### config.mk
export PLATFORM = sky130hd
export DESIGN_NAME = spi_mem_target
export DESIGN_NICKNAME = d
export VERILOG_FILES = /design/src/rtl/spi_mem_target.sv
export SDC_FILE = /design/constraint.sdc
export NUM_CORES = 2
export LEC_CHECK = 0
export CORE_MARGIN = 3
export CORE_UTILIZATION = 35
export CTS_BUF_LIST = sky130_fd_sc_hd__clkbuf_2
export DETAILED_ROUTE_END_ITERATION = 8
export GPL_TIMING_DRIVEN = 0
export HOLD_SLACK_MARGIN = 0.15
export PLACE_DENSITY = 0.51
export SLEW_MARGIN = 10
export SYNTH_ARGS = -nofsm -noshare
export SYNTH_HDL_FRONTEND = slang
export SYNTH_SLANG_ARGS = --single-unit
### constraint.sdc
create_clock -name clk -period 9.2 [get_ports clk]
set_clock_uncertainty 0.05 [all_clocks]
set_input_delay 0.92 -clock clk [delete_from_list [all_inputs] [get_ports clk]]
set_output_delay 0.92 -clock clk [all_outputs]
set_load 0.02 [all_outputs]
### src/rtl/spi_mem_target.sv
// spi_mem_target: SPI mode-0 target (MSB first) backed by a small byte memory.
// Commands: 0x03 READ, 0x02 WRITE, 0x05 read status. All SPI pins are
// oversampled in the clk domain through 2-FF synchronizers.
// Optional feature macro: SPI_MEM_TARGET_WEL_EN adds a write-enable latch
// (0x06 WREN / 0x04 WRDI); without it writes are always accepted and WEL reads 0.
module spi_mem_target #(
  parameter int ADDR_W    = 8,
  parameter int MEM_DEPTH = 256
) (
  input  logic clk,
  input  logic rst,
  input  logic spi_sck,
  input  logic spi_cs_n,
  input  logic spi_mosi,
  output logic spi_miso,
  output logic spi_miso_oe,
  output logic busy,
  output logic cmd_err
);

  localparam int IW = (MEM_DEPTH > 1) ? $clog2(MEM_DEPTH) : 1;
  localparam logic [0:0] LAST_ADDR_BYTE = 1'(ADDR_W / 8 - 1);

  typedef enum logic [2:0] {
    IDLE, CMD, ADDR, READ, WRITE, STATUS, IGNORE
  } state_t;

  state_t            state;
  logic [1:0]        sck_sync, cs_sync, mosi_sync;
  logic              sck_prev, cs_prev;
  logic              sck_s, cs_s, mosi_s;
  logic              sck_rise, sck_fall, cs_rise, cs_fall;
  logic [2:0]        bit_cnt;
  logic [6:0]        rx_sr;
  logic [7:0]        rx_byte;
  logic [7:0]        tx_sr;
  logic              miso_bit;
  logic              byte_done;
  logic [IW-1:0]     addr;
  logic [ADDR_W-1:0] addr_full;
  logic [0:0]        ab_cnt;
  logic              is_read;
  logic [1:0]        load_pend;
  logic [7:0]        rd_data;
  logic              mem_we;
  logic [7:0]        status_byte;
  logic              wel;
  logic [7:0]        mem [MEM_DEPTH];

`ifdef SPI_MEM_TARGET_WEL_EN
  logic              wrote;
`else
  assign wel = 1'b0;
`endif

  // Address taken modulo the memory depth; bits above the range are ignored.
  function automatic logic [IW-1:0] wrap_addr(input logic [ADDR_W-1:0] a);
    return IW'(32'(a) % 32'(MEM_DEPTH));
  endfunction

  function automatic logic [IW-1:0] next_addr(input logic [IW-1:0] a);
    return (a == IW'(MEM_DEPTH - 1)) ? '0 : a + 1'b1;
  endfunction

  assign sck_s       = sck_sync[1];
  assign cs_s        = cs_sync[1];
  assign mosi_s      = mosi_sync[1];
  assign sck_rise    = sck_s & ~sck_prev;
  assign sck_fall    = ~sck_s & sck_prev;
  assign cs_rise     = cs_s & ~cs_prev;
  assign cs_fall     = ~cs_s & cs_prev;
  assign rx_byte     = {rx_sr, mosi_s};
  assign byte_done   = sck_rise && (bit_cnt == 3'd7);
  assign status_byte = {6'b0, wel, 1'b0};
  assign mem_we      = (state == WRITE) && byte_done && !cs_rise;
  assign spi_miso    = miso_bit & spi_miso_oe;

  // Synchronize the pins and keep one delayed copy for edge detection. The
  // cs_n chain resets low so a reset in the middle of a transaction never
  // produces a false cs_n fall: the next command needs a real cs_n fall.
  always_ff @(posedge clk or posedge rst) begin
    if (rst) begin
      sck_sync  <= 2'b00;
      cs_sync   <= 2'b00;
      mosi_sync <= 2'b00;
      sck_prev  <= 1'b0;
      cs_prev   <= 1'b0;
    end else begin
      sck_sync  <= {sck_sync[0], spi_sck};
      cs_sync   <= {cs_sync[0], spi_cs_n};
      mosi_sync <= {mosi_sync[0], spi_mosi};
      sck_prev  <= sck_s;
      cs_prev   <= cs_s;
    end
  end

  // Assemble the address; the high byte only exists for 16-bit addressing.
  generate
    if (ADDR_W > 8) begin : g_addr_hi
      logic [ADDR_W-9:0] addr_hi;
      always_ff @(posedge clk or posedge rst) begin
        if (rst) begin
          addr_hi <= '0;
        end else if (state == ADDR && byte_done && ab_cnt != LAST_ADDR_BYTE) begin
          addr_hi <= rx_byte[ADDR_W-9:0];
        end
      end
      assign addr_full = {addr_hi, rx_byte};
    end else begin : g_addr_lo
      assign addr_full = rx_byte;
    end
  endgenerate

  // Byte memory: synchronous write, registered read, no reset.
  always_ff @(posedge clk) begin
    if (mem_we) begin
      mem[addr] <= rx_byte;
    end
    rd_data <= mem[addr];
  end

  // Bit shifting, command FSM and registered outputs. Memory reads take two
  // cycles (address settles, then registered read data), which is far inside
  // the minimum gap between an sck rise and the following fall.
  always_ff @(posedge clk or posedge rst) begin
    if (rst) begin
      state       <= IDLE;
      bit_cnt     <= 3'd0;
      rx_sr       <= 7'd0;
      tx_sr       <= 8'd0;
      miso_bit    <= 1'b0;
      addr        <= '0;
      ab_cnt      <= 1'b0;
      is_read     <= 1'b0;
      load_pend   <= 2'd0;
      spi_miso_oe <= 1'b0;
      busy        <= 1'b0;
      cmd_err     <= 1'b0;
`ifdef SPI_MEM_TARGET_WEL_EN
      wel         <= 1'b0;
      wrote       <= 1'b0;
`endif
    end else begin
      cmd_err <= 1'b0;
      if (sck_rise) begin
        rx_sr   <= rx_byte[6:0];
        bit_cnt <= bit_cnt + 3'd1;
      end
      if (sck_fall) begin
        miso_bit <= tx_sr[7];
        tx_sr    <= {tx_sr[6:0], 1'b0};
      end
      if (load_pend == 2'd1) begin
        load_pend <= 2'd2;
      end else if (load_pend == 2'd2) begin
        tx_sr     <= rd_data;
        addr      <= next_addr(addr);
        load_pend <= 2'd0;
      end

      if (cs_rise) begin
`ifdef SPI_MEM_TARGET_WEL_EN
        if (state == WRITE && wrote) begin
          wel <= 1'b0;
        end
`endif
        state       <= IDLE;
        spi_miso_oe <= 1'b0;
        busy        <= 1'b0;
        load_pend   <= 2'd0;
        miso_bit    <= 1'b0;
      end else begin
        case (state)
          IDLE: begin
            if (cs_fall) begin
              state    <= CMD;
              busy     <= 1'b1;
              bit_cnt  <= 3'd0;
              tx_sr    <= 8'd0;
              miso_bit <= 1'b0;
`ifdef SPI_MEM_TARGET_WEL_EN
              wrote    <= 1'b0;
`endif
            end
          end
          CMD: begin
            if (byte_done) begin
              case (rx_byte)
                8'h03: begin
                  state   <= ADDR;
                  is_read <= 1'b1;
                  ab_cnt  <= 1'b0;
                end
                8'h02: begin
`ifdef SPI_MEM_TARGET_WEL_EN
                  if (wel) begin
                    state   <= ADDR;
                    is_read <= 1'b0;
                    ab_cnt  <= 1'b0;
                  end else begin
                    state   <= IGNORE;
                  end
`else
                  state   <= ADDR;
                  is_read <= 1'b0;
                  ab_cnt  <= 1'b0;
`endif
                end
                8'h05: begin
                  state       <= STATUS;
                  tx_sr       <= status_byte;
                  spi_miso_oe <= 1'b1;
                end
`ifdef SPI_MEM_TARGET_WEL_EN
                8'h06: begin
                  wel   <= 1'b1;
                  state <= IGNORE;
                end
                8'h04: begin
                  wel   <= 1'b0;
                  state <= IGNORE;
                end
`endif
                default: begin
                  state   <= IGNORE;
                  cmd_err <= 1'b1;
                end
              endcase
            end
          end
          ADDR: begin
            if (byte_done) begin
              if (ab_cnt == LAST_ADDR_BYTE) begin
                addr <= wrap_addr(addr_full);
                if (is_read) begin
                  state       <= READ;
                  spi_miso_oe <= 1'b1;
                  load_pend   <= 2'd1;
                end else begin
                  state <= WRITE;
                end
              end else begin
                ab_cnt <= ab_cnt + 1'b1;
              end
            end
          end
          READ: begin
            if (byte_done) begin
              load_pend <= 2'd1;
            end
          end
          WRITE: begin
            if (byte_done) begin
              addr  <= next_addr(addr);
`ifdef SPI_MEM_TARGET_WEL_EN
              wrote <= 1'b1;
`endif
            end
          end
          STATUS: begin
            if (byte_done) begin
              tx_sr <= status_byte;
            end
          end
          IGNORE: begin
          end
          default: begin
            state <= IDLE;
          end
        endcase
      end
    end
  end

endmodule

==> out/results.tsv <==
metric	value	unit
antenna_left	0	
yosys_register_bits	2100	
routed_wl	339000	microns
layout_common_cells	2048 x edfxtp_1, 861 x clkbuf_2, 531 x mux4_2	
gp_congestion	0.989	
synth.distinct_cells	62	
power.internal	15.0	mW
setup_viol	0	
hold_viol	0	
overflow	0	
synth_ff_type	edfxtp_1	
p_leak	28.9	nW
worst_pin_slew	1.65	ns
postSynthCellCount	3848	
cp-end-kind	flip-flop	
fin_nets	4491	
fin_crit	7.46	ns
critPathLaunchType	flip-flop	
htree_levels	6	
hold_class	reg2reg	
drtIter0Drc	8641	
fin_util	39.7	%
worst-path-buf-inv	4	
crit_chain	ha_1 -> ha_1 -> and3b_1 -> clkbuf_1 -> nand2b_1 -> clkbuf_1 -> nor2_1 -> buf_2 -> buf_2 -> nand3_1 -> nor2_1	
rsz0062_at_grt	no	
combPwrFrac	19.0	%
ctsResizeCount	0	
critPathSlowestCell	nor2_1	
p_per_area	239	nW/um^2
routedWlPerCell	43.0	microns
fill_cells	20900	
worstSkewPairLatency	1.92	ns
core	231000	sq um
ir_worst_vdd	0.111	mV
via_per_inst	6.10	
critical-path-max-stage-delay	1.47	ns
grt_pass1_vias	45700	
slew_violations	6	
drc_errors	0	
multi_input_area	17700	sq um
async_flop_share	2.10	%
cts_tree	yes	
cts_made_buffers	568	
clock.fmax	134	MHz
layout-drive-gt1-share	34.3	%
maxCapViolations	5	
r2r_start	bit_cnt[0]	
relSlewSlack	-11.3	%
ctsLongestPathBuffers	4	
seq_area_frac_synth	76.9	%
setup.worst_path.start	bit_cnt[0]	
dp_hpwl	217000	microns
postCtsSetupBuffers	0	
register_area	62800	sq um
avgSynthCellArea	21.2	sq um
crit_required	10.53	ns
die_area	239000	sq um
clk_pin_slew	0.10	ns
die_h	489	microns
dieWidth	489	microns
portBuffers	8	
fin_tns_setup	0	ns
drt_first_pass_iters	8	
p_sw	6.95	mW
cp_top_family	simple AND/OR/NAND/NOR gates	
hold_start	cs_sync[0]	
final_common_cell	edfxtp_1	
crit_type	reg2reg	
grt_pass1_wl	438000	microns
yosysWarnings	0	
violations	max-capacitance violations, max-slew violations	
vias	48200	
cp_max_fo	10	
grt.total_usage	28.1	%
fp-row-count	176	
synth_edf_count	2048	
start_util	35.3	%
netlist_area	81600	sq um
grt_max_degree	84	
antenna_found_initial	37	
cp_data_arrival_time	8.79	ns
syn_to_final_growth	12.4	%
clkSinkCount	2100	
cts_root_buf	clkbuf_2	
seq_power_share	50.1	%
hold_buffers	8	
syn_nets	3861	
status	complete, but fails checks	
min_period_over_period	81.1	%
top_level_ports	9	
p_clk_share	30.8	%
swShare	31.7	%
## Yosys cell counts (all sizes together), types with 5 or more instances
master	n	share of area, %
nor3	30	0.18
nor2	320	1.5
a221oi	26	0.28
nand2b	13	0.10
or2	5	0.038
mux2	27	0.37
or3	7	0.054
nor4	13	0.10
a21oi	41	0.25
mux4	531	15
a211oi	18	0.17
nand3	37	0.23
mux2i	41	0.50
nand4	9	0.069
edfxtp	2048	75
o22ai	76	0.58
buf	139	1.1
nand2	117	0.54
o21ai	21	0.13
or3b	5	0.054
xnor2	6	0.064
dfrtp	44	1.3
o221ai	5	0.054
nor2b	19	0.15
a2111oi	6	0.074
ha	8	0.12
clkbuf	82	0.38
a22oi	49	0.45
dfxtp	8	0.20
a22o	30	0.32
nor3b	5	0.046
inv	9	0.041
a31oi	6	0.046
## area by class of cell
| type | instances | area share (%) |
|---|---|---|
| well taps | 3026 | 4.13 |
| repair buffers | 60 | 1.27 |
| diodes | 20 | 0.0546 |
| multi-input cells | 1518 | 19.3 |
| inverters | 9 | 0.0368 |
| plain buffers | 221 | 1.38 |
| clock buffers | 834 | 4.55 |
| flip-flops and latches | 2100 | 68.5 |
| clock inverters | 107 | 0.855 |
## logic make-up after synthesis
kind of cell             Yosys count  share of synthesized area, %
buffers and inverters            230                          1.54
XOR/XNOR                          10                         0.107
adder cells (fa/ha/maj)            9                         0.135
AO/OA/AOI/OAI                    300                          2.59
flip-flops                      2100                          76.9
multiplexers                     599                          15.5
AND/OR/NAND/NOR                  600                          3.21
## power by group through the flow
stage / registers, mW / clock network (mW) / logic [mW]
finish: 11.0 / 6.76 / 4.17
global route: 11.0 / 7.32 / 4.17
CTS: 11.0 / 6.81 / 4.09
detailed placement: 11.2 / 0 / 4.08
global placement: 11.8 / 0 / 3.56
floorplan: 11.4 / 0 / 1.84
## state kept, by name, summed over array words and instances, names as in the netlist, 3 cells and up
signal   flops
bit_cnt      3
addr         8
rx_sr        7
rd_data      8
mem       2048
state        3
tx_sr        8
## path summary, 6_finish.rpt
kind                       slack (ns)     endpoint  depth (start not counted)
max reg2reg                      1.74  mem[103][7]                         11
min                              0.32   cs_sync[1]                          0
max in group asynchronous        8.03     rx_sr[0]                          5
min in group asynchronous        0.40     tx_sr[0]                          4
min reg2reg                      0.32   cs_sync[1]                          0
max                              1.74  mem[103][7]                         11
## per-layer routing
metal | up-vias | GRT usage (%) | routed length (microns) | share of wire [%]
li1 | 17700 | - | - | -
met1 | 26200 | 38.6 | 133000 | 39
met2 | 3602 | 40.8 | 149000 | 44
met3 | 675 | 8.22 | 38800 | 11
met4 | 6 | 14.2 | 18400 | 5.4
met5 | - | 0 | 53 | 0.016
## metrics by stage
| step | hold slack, ns | area, sq um | setup slack [ns] | instances | total power, mW |
|---|---|---|---|---|---|
| floorplan | 0.281 | 81600 | 4.16 | 3848 | 13.3 |
| global placement | 0.289 | 85500 | 0.184 | 6882 | 15.4 |
| detailed placement | 0.287 | 86600 | 2.21 | 6924 | 15.3 |
| CTS | 0.169 | 91600 | 2.14 | 7873 | 21.9 |
| global route | 0.248 | 91700 | 2.10 | 7882 | 22.5 |
| finish | 0.317 | 91700 | 1.74 | 7895 | 21.9 |
(Power assumes the default switching activity.)
